**src/rtl/calc_sequencer.sv**
```systemverilog
// Board calculator controller: synchronised key presses start an add/sub/mul,
// then the magnitude is converted to BCD and held for the display and LEDs.
module calc_sequencer #(
    parameter int W           = 5,
    parameter int SYNC_STAGES = 2
) (
    input  logic             CLOCK_50,
    input  logic             RESET_N,
    input  logic [2*W-1:0]   SW,
    input  logic [2:0]       KEY,
    output logic [2*W-1:0]   LEDR,
    output logic             NEG,
    output logic [3:0]       BCD0,
    output logic [3:0]       BCD1,
    output logic [3:0]       BCD2,
    output logic [3:0]       BCD3,
    output logic [1:0]       OP,
    output logic             BUSY,
    output logic             DONE
);

    localparam int RW = 2 * W;
    localparam int CW = $clog2(RW + 1);

    localparam logic [1:0] S_IDLE = 2'd0;
    localparam logic [1:0] S_EXEC = 2'd1;
    localparam logic [1:0] S_CONV = 2'd2;
    localparam logic [1:0] S_DONE = 2'd3;

    localparam logic [1:0] OP_ADD = 2'd0;
    localparam logic [1:0] OP_SUB = 2'd1;
    localparam logic [1:0] OP_MUL = 2'd2;

    logic [SYNC_STAGES-1:0][2:0] r_sync;
    logic [2:0]                  r_key_prev;
    logic [1:0]                  r_state;
    logic [W-1:0]                r_a;
    logic [W-1:0]                r_b;
    logic [1:0]                  r_op;
    logic [RW-1:0]               r_mag;
    logic                        r_neg;
    logic [RW-1:0]               r_mcand;
    logic                        r_mul_fin;
    logic [CW-1:0]               r_cnt;
    logic [RW-1:0]               r_bin;
    logic [15:0]                 r_bcd;

    logic [2:0]                  w_key;
    logic [2:0]                  w_press;
    logic                        w_any_press;
    logic [1:0]                  w_op_sel;
    logic [RW-1:0]               w_exec_mag;
    logic                        w_exec_neg;
    logic                        w_go_conv;
    logic [15:0]                 w_bcd_adj;
    logic [15:0]                 w_bcd_next;
    logic [RW-1:0]               w_bin_next;

    function automatic logic [3:0] dabble(input logic [3:0] nib);
        if (nib >= 4'd5) begin
            return nib + 4'd3;
        end else begin
            return nib;
        end
    endfunction

    // Key synchronisers and press-edge history; released keys read as 1.
    always_ff @(posedge CLOCK_50 or negedge RESET_N) begin
        if (!RESET_N) begin
            r_sync     <= {SYNC_STAGES{3'b111}};
            r_key_prev <= 3'b111;
        end else begin
            r_sync     <= {r_sync[SYNC_STAGES-2:0], KEY};
            r_key_prev <= r_sync[SYNC_STAGES-1];
        end
    end

    // Press detection and fixed priority add > sub > mul.
    always_comb begin
        w_key       = r_sync[SYNC_STAGES-1];
        w_press     = r_key_prev & ~w_key;
        w_any_press = |w_press;
        if (w_press[0]) begin
            w_op_sel = OP_ADD;
        end else if (w_press[1]) begin
            w_op_sel = OP_SUB;
        end else begin
            w_op_sel = OP_MUL;
        end
    end

    // One EXEC step: full add/sub result, or one shift-add partial product.
    always_comb begin
        w_exec_mag = r_mag;
        w_exec_neg = 1'b0;
        case (r_op)
            OP_ADD: begin
                w_exec_mag = {{W{1'b0}}, r_a} + {{W{1'b0}}, r_b};
            end
            OP_SUB: begin
                if (r_a >= r_b) begin
                    w_exec_mag = {{W{1'b0}}, r_a - r_b};
                end else begin
                    w_exec_mag = {{W{1'b0}}, r_b - r_a};
                    w_exec_neg = 1'b1;
                end
            end
            OP_MUL: begin
                if (r_b[0]) begin
                    w_exec_mag = r_mag + r_mcand;
                end else begin
                    w_exec_mag = r_mag;
                end
            end
            default: begin
                w_exec_mag = r_mag;
            end
        endcase
        w_go_conv = (r_op != OP_MUL) || r_mul_fin;
    end

    // Double-dabble step: correct every nibble, then shift the binary MSB in.
    always_comb begin
        w_bcd_adj  = {dabble(r_bcd[15:12]), dabble(r_bcd[11:8]),
                      dabble(r_bcd[7:4]), dabble(r_bcd[3:0])};
        w_bcd_next = {w_bcd_adj[14:0], r_bin[RW-1]};
        w_bin_next = {r_bin[RW-2:0], 1'b0};
    end

    // Sequencer FSM, datapath registers and held outputs.
    always_ff @(posedge CLOCK_50 or negedge RESET_N) begin
        if (!RESET_N) begin
            r_state   <= S_IDLE;
            r_a       <= '0;
            r_b       <= '0;
            r_op      <= OP_ADD;
            r_mag     <= '0;
            r_neg     <= 1'b0;
            r_mcand   <= '0;
            r_mul_fin <= 1'b0;
            r_cnt     <= '0;
            r_bin     <= '0;
            r_bcd     <= 16'd0;
            LEDR      <= '0;
            NEG       <= 1'b0;
            BCD0      <= 4'd0;
            BCD1      <= 4'd0;
            BCD2      <= 4'd0;
            BCD3      <= 4'd0;
            OP        <= OP_ADD;
            BUSY      <= 1'b0;
            DONE      <= 1'b0;
        end else begin
            DONE <= 1'b0;
            case (r_state)
                S_IDLE: begin
                    if (w_any_press) begin
                        r_a       <= SW[RW-1:W];
                        r_b       <= SW[W-1:0];
                        r_op      <= w_op_sel;
                        r_mag     <= '0;
                        r_mcand   <= {{W{1'b0}}, SW[RW-1:W]};
                        r_mul_fin <= 1'b0;
                        r_cnt     <= CW'(W - 1);
                        r_state   <= S_EXEC;
                        BUSY      <= 1'b1;
                    end
                end
                S_EXEC: begin
                    r_mag   <= w_exec_mag;
                    r_neg   <= w_exec_neg;
                    r_mcand <= r_mcand << 1;
                    r_b     <= r_b >> 1;
                    // Multiply spends one extra settle cycle after the last partial product.
                    if (w_go_conv) begin
                        r_bin   <= w_exec_mag;
                        r_bcd   <= 16'd0;
                        r_cnt   <= CW'(RW - 1);
                        r_state <= S_CONV;
                    end else if (r_cnt == '0) begin
                        r_mul_fin <= 1'b1;
                    end else begin
                        r_cnt <= r_cnt - 1'b1;
                    end
                end
                S_CONV: begin
                    r_bcd <= w_bcd_next;
                    r_bin <= w_bin_next;
                    if (r_cnt == '0) begin
                        LEDR    <= r_mag;
                        NEG     <= r_neg;
                        BCD0    <= w_bcd_next[3:0];
                        BCD1    <= w_bcd_next[7:4];
                        BCD2    <= w_bcd_next[11:8];
                        BCD3    <= w_bcd_next[15:12];
                        OP      <= r_op;
                        DONE    <= 1'b1;
                        BUSY    <= 1'b0;
                        r_state <= S_DONE;
                    end else begin
                        r_cnt <= r_cnt - 1'b1;
                    end
                end
                S_DONE: begin
                    r_state <= S_IDLE;
                end
                default: begin
                    r_state <= S_IDLE;
                    BUSY    <= 1'b0;
                end
            endcase
        end
    end

endmodule
```
**config.mk**
```make
export PLATFORM = sky130hd
export DESIGN_NAME = calc_sequencer
export DESIGN_NICKNAME = d
export VERILOG_FILES = /design/src/rtl/calc_sequencer.sv
export SDC_FILE = /design/constraint.sdc
export NUM_CORES = 1
export LEC_CHECK = 0
export BUFFER_PORTS_ARGS = -buffer_cell sky130_fd_sc_hd__buf_2
export CAP_MARGIN = 5
export CORE_MARGIN = 4
export CORE_UTILIZATION = 50
export DETAILED_ROUTE_END_ITERATION = 6
export GPL_TIMING_DRIVEN = 0
export PLACE_DENSITY_LB_ADDON = 0.1
export SLEW_MARGIN = 25
export SYNTH_ARGS = -nofsm -noshare
export SYNTH_HDL_FRONTEND = slang
export SYNTH_SLANG_ARGS = --single-unit
```
**constraint.sdc**
```tcl
create_clock -name CLOCK_50 -period 2.5 [get_ports CLOCK_50]
set_input_delay 0.5 -clock CLOCK_50 [delete_from_list [all_inputs] [get_ports CLOCK_50]]
set_output_delay 0.5 -clock CLOCK_50 [all_outputs]
set_load 0.05 [all_outputs]
```
==> out/metrics.cfg <==
[status]
outcome = finished, final reports clean

[layout]
final_layout_size_suffix_gt1_share_pct = 17.5
n_antenna_cell = 0
fillers = 1019
fin_nets = 714
area_growth_pct = 14.0
layout_common_cells = dfrtp_1, nand2_1, o21ai_0
final_util_pct = 58.3
layout_commonest_cell = dfrtp_1

[synth]
synth_cell_types = 61
ys.flop_type = dfrtp_1
syn_nets = 656
syn_inst = 601
synth_edf_count = 0
synth_area_um2 = 5870
yosysSeqAreaShare_pct = 45.4
ys_warn_count = 0
post_synth.cell_area_avg_um2 = 9.77
synthArstFlopShare_pct = 100
ys_seq_elements = 106

[timing]
finalCritPeriodShare_pct = 97.3
finalCriticalPeriod_ns = 2.43
finalHoldViolCount = 0
rsz0062_at_grt = no
slew_headroom_pct = 59.7
slew_viol_final = 0
timing.hold.ws_ns = 0.0690
worst_pin_slew_ns = 0.599
finalSetupViolCount = 0
finalSetupTns_ns = 0
clock_skew_ns = 0.00977
fmax_mhz = 411
fin_ws_ns = 0.0677

[pwr]
p_per_area_nw_per_um2 = 1390
p_total_mw = 9.33
ir_drop_uv = 708
leakage_nw = 3.15

[floorplanning]
rows = 39
die_w_um = 116
start_util_pct = 51.2
coreArea_um2 = 11500
dieArea_um2 = 13500
die_h_um = 116
ios = 46

[route]
first_pass_iters = 5
viasPerCell = 5.90
wire_per_inst_um = 17.7
drt_iter0_drc = 295
drt.antenna.violating_nets = 0
vias = 4758
finalWirelength_um = 14300
drc = 0

[clock_network]
ctsHtreeMaxLevel = 3
cts_tree = built
cts.sinks = 106
clockBufferDepth = 2
cts-buffers-inserted = 9
clk_latency_ns = 0.35
root_buffer = clkbuf_16
clk_pin_slew_worst_paths_ns = 0.07

[placement]
gp_congestion = 0.889
post-place-ws_ns = -0.0690
placement.io_buffers = 45
hpwl_um = 10800

[global_route]
busiest_layer = met2
grt_max_degree = 62
antenna_found_initial = 0
grt_overflow = 0
global_route.usage.met3_pct = 3.32
met2_usage_pct = 36.8
global_route.usage.met1_pct = 27.9
grt_pass1_wl_um = 22800
grt_use_total_pct = 21.7
grt_pass1_vias = 4595

[run]
maxCapViolCount = 0

[critical_path]
worstPathRequired_ns = 2.73
start_kind = register
worstPathMaxFanout = 4
critPathKind = reg -> reg
cp-end-kind = register
cp.arrival_ns = 2.66
reg2reg_from = r_mag[0]
crit_start = r_mag[0]

[min_path]
hp-class = in -> async

-- state kept, by name, summed over array words and instances (netlist names), 2 cells and up --
| signal | flops |
|---|---|
| r_cnt | 4 |
| BCD0 | 4 |
| LEDR | 10 |
| r_bin | 10 |
| BCD3 | 4 |
| r_bcd | 16 |
| r_a | 5 |
| r_mcand | 10 |
| r_state | 2 |
| r_sync | 3 |
| BCD2 | 4 |
| OP | 2 |
| r_b | 5 |
| BCD1 | 4 |
| r_mag | 10 |
| r_op | 2 |
| w_key | 3 |
| r_key_prev | 3 |
-- metrics by stage --
step           area, um2  instances
6_report            6690        807
5_1_grt             6690        807
4_1_cts             6660        806
3_5_place_dp        6310        790
3_3_place_gp        6270        789
2_1_floorplan       5870        601
-- critical path: stages (launching register included) --
cell and delay, ns:
dfrtp_1 0.42, ha_1 0.25, fa_2 0.36, and3_1 0.20, or3_1 0.39, a31oi_4 0.18
o32ai_1 0.14, o221ai_1 0.28, a21oi_1 0.10
-- worst paths after layout --
path	to	slack [ns]	cells past startpoint
worst max-delay path	r_bin[4]	0.07	8
worst min-delay path	BCD3[2]	0.07	1
worst max register to register	r_bin[4]	0.07	8
worst min register to register	w_key[2]	0.36	0
max in group asynchronous	LEDR[6]	1.79	2
min in group CLOCK_50	r_sync[1]	0.24	1
-- Yosys cell counts (9+ instances only) --
library cell  number  area [um2]
ha_1              36         450
nor3b_1           10        75.1
a21o_1             9        67.6
dfrtp_1           97        2430
nand2_1           69         259
dfstp_2            9         236
inv_1             36         135
clkbuf_1          15        56.3
nor2_1            21        78.8
a21oi_1           39         195
o22ai_1           20         125
mux2i_1           12         120
nand2b_1          10        62.6
a22o_1            10        87.6
nand3_1            9        45.0
mux2_2            19         214
buf_2              9        45.0
o21ai_0           62         310
a31oi_1           10        62.6
-- power breakdown --
part           switching, mW  total (mW)  internal [mW]
logic                   3.32        5.13           1.81
clock network          0.637        1.62          0.983
registers              0.386        2.58           2.20
total                   4.34        9.33           4.99
-- logic make-up after synthesis --
family | after synthesis | share of synthesized area (%)
flops | 106 | 45.4
mux | 32 | 5.95
buf+inv | 62 | 4.22
compound gates | 192 | 20.5
xor+xnor | 9 | 1.34
fa+ha+maj | 40 | 9.04
simple gates | 160 | 13.6
-- cell type report --
| cell class | instances | area (um2) | area share [%] |
|---|---|---|---|
| Multi-Input combinational cell | 433 | 2990 | 44.6 |
| Sequential cell | 106 | 2660 | 39.8 |
| Timing Repair Buffer | 47 | 267 | 3.98 |
| Clock buffer | 10 | 229 | 3.42 |
| Tap cell | 143 | 179 | 2.67 |
| Inverter | 36 | 135 | 2.02 |
| Clock inverter | 6 | 115 | 1.72 |
| Buffer | 26 | 115 | 1.72 |
-- layer usage --
metal  routed length (um)  vias up  share of wire (%)
met2                 7050      123                 49
met1                 6330     2336                 44
li1                     -     2278                  -
met4                  303        0                2.1
met3                  597       21                4.2
met5                    0        -                  0
-- timing repair --
action                                 4_1_cts  5_1_grt
gates cloned                                 0        0
hold buffers                                 0        0
setup endpoints to repair                    1        8
buffers inserted                             0        1
gates resized for setup                      1        9
endpoints found under the hold margin        0        0
pin swaps                                    2        1
(Power assumes the default switching activity.)
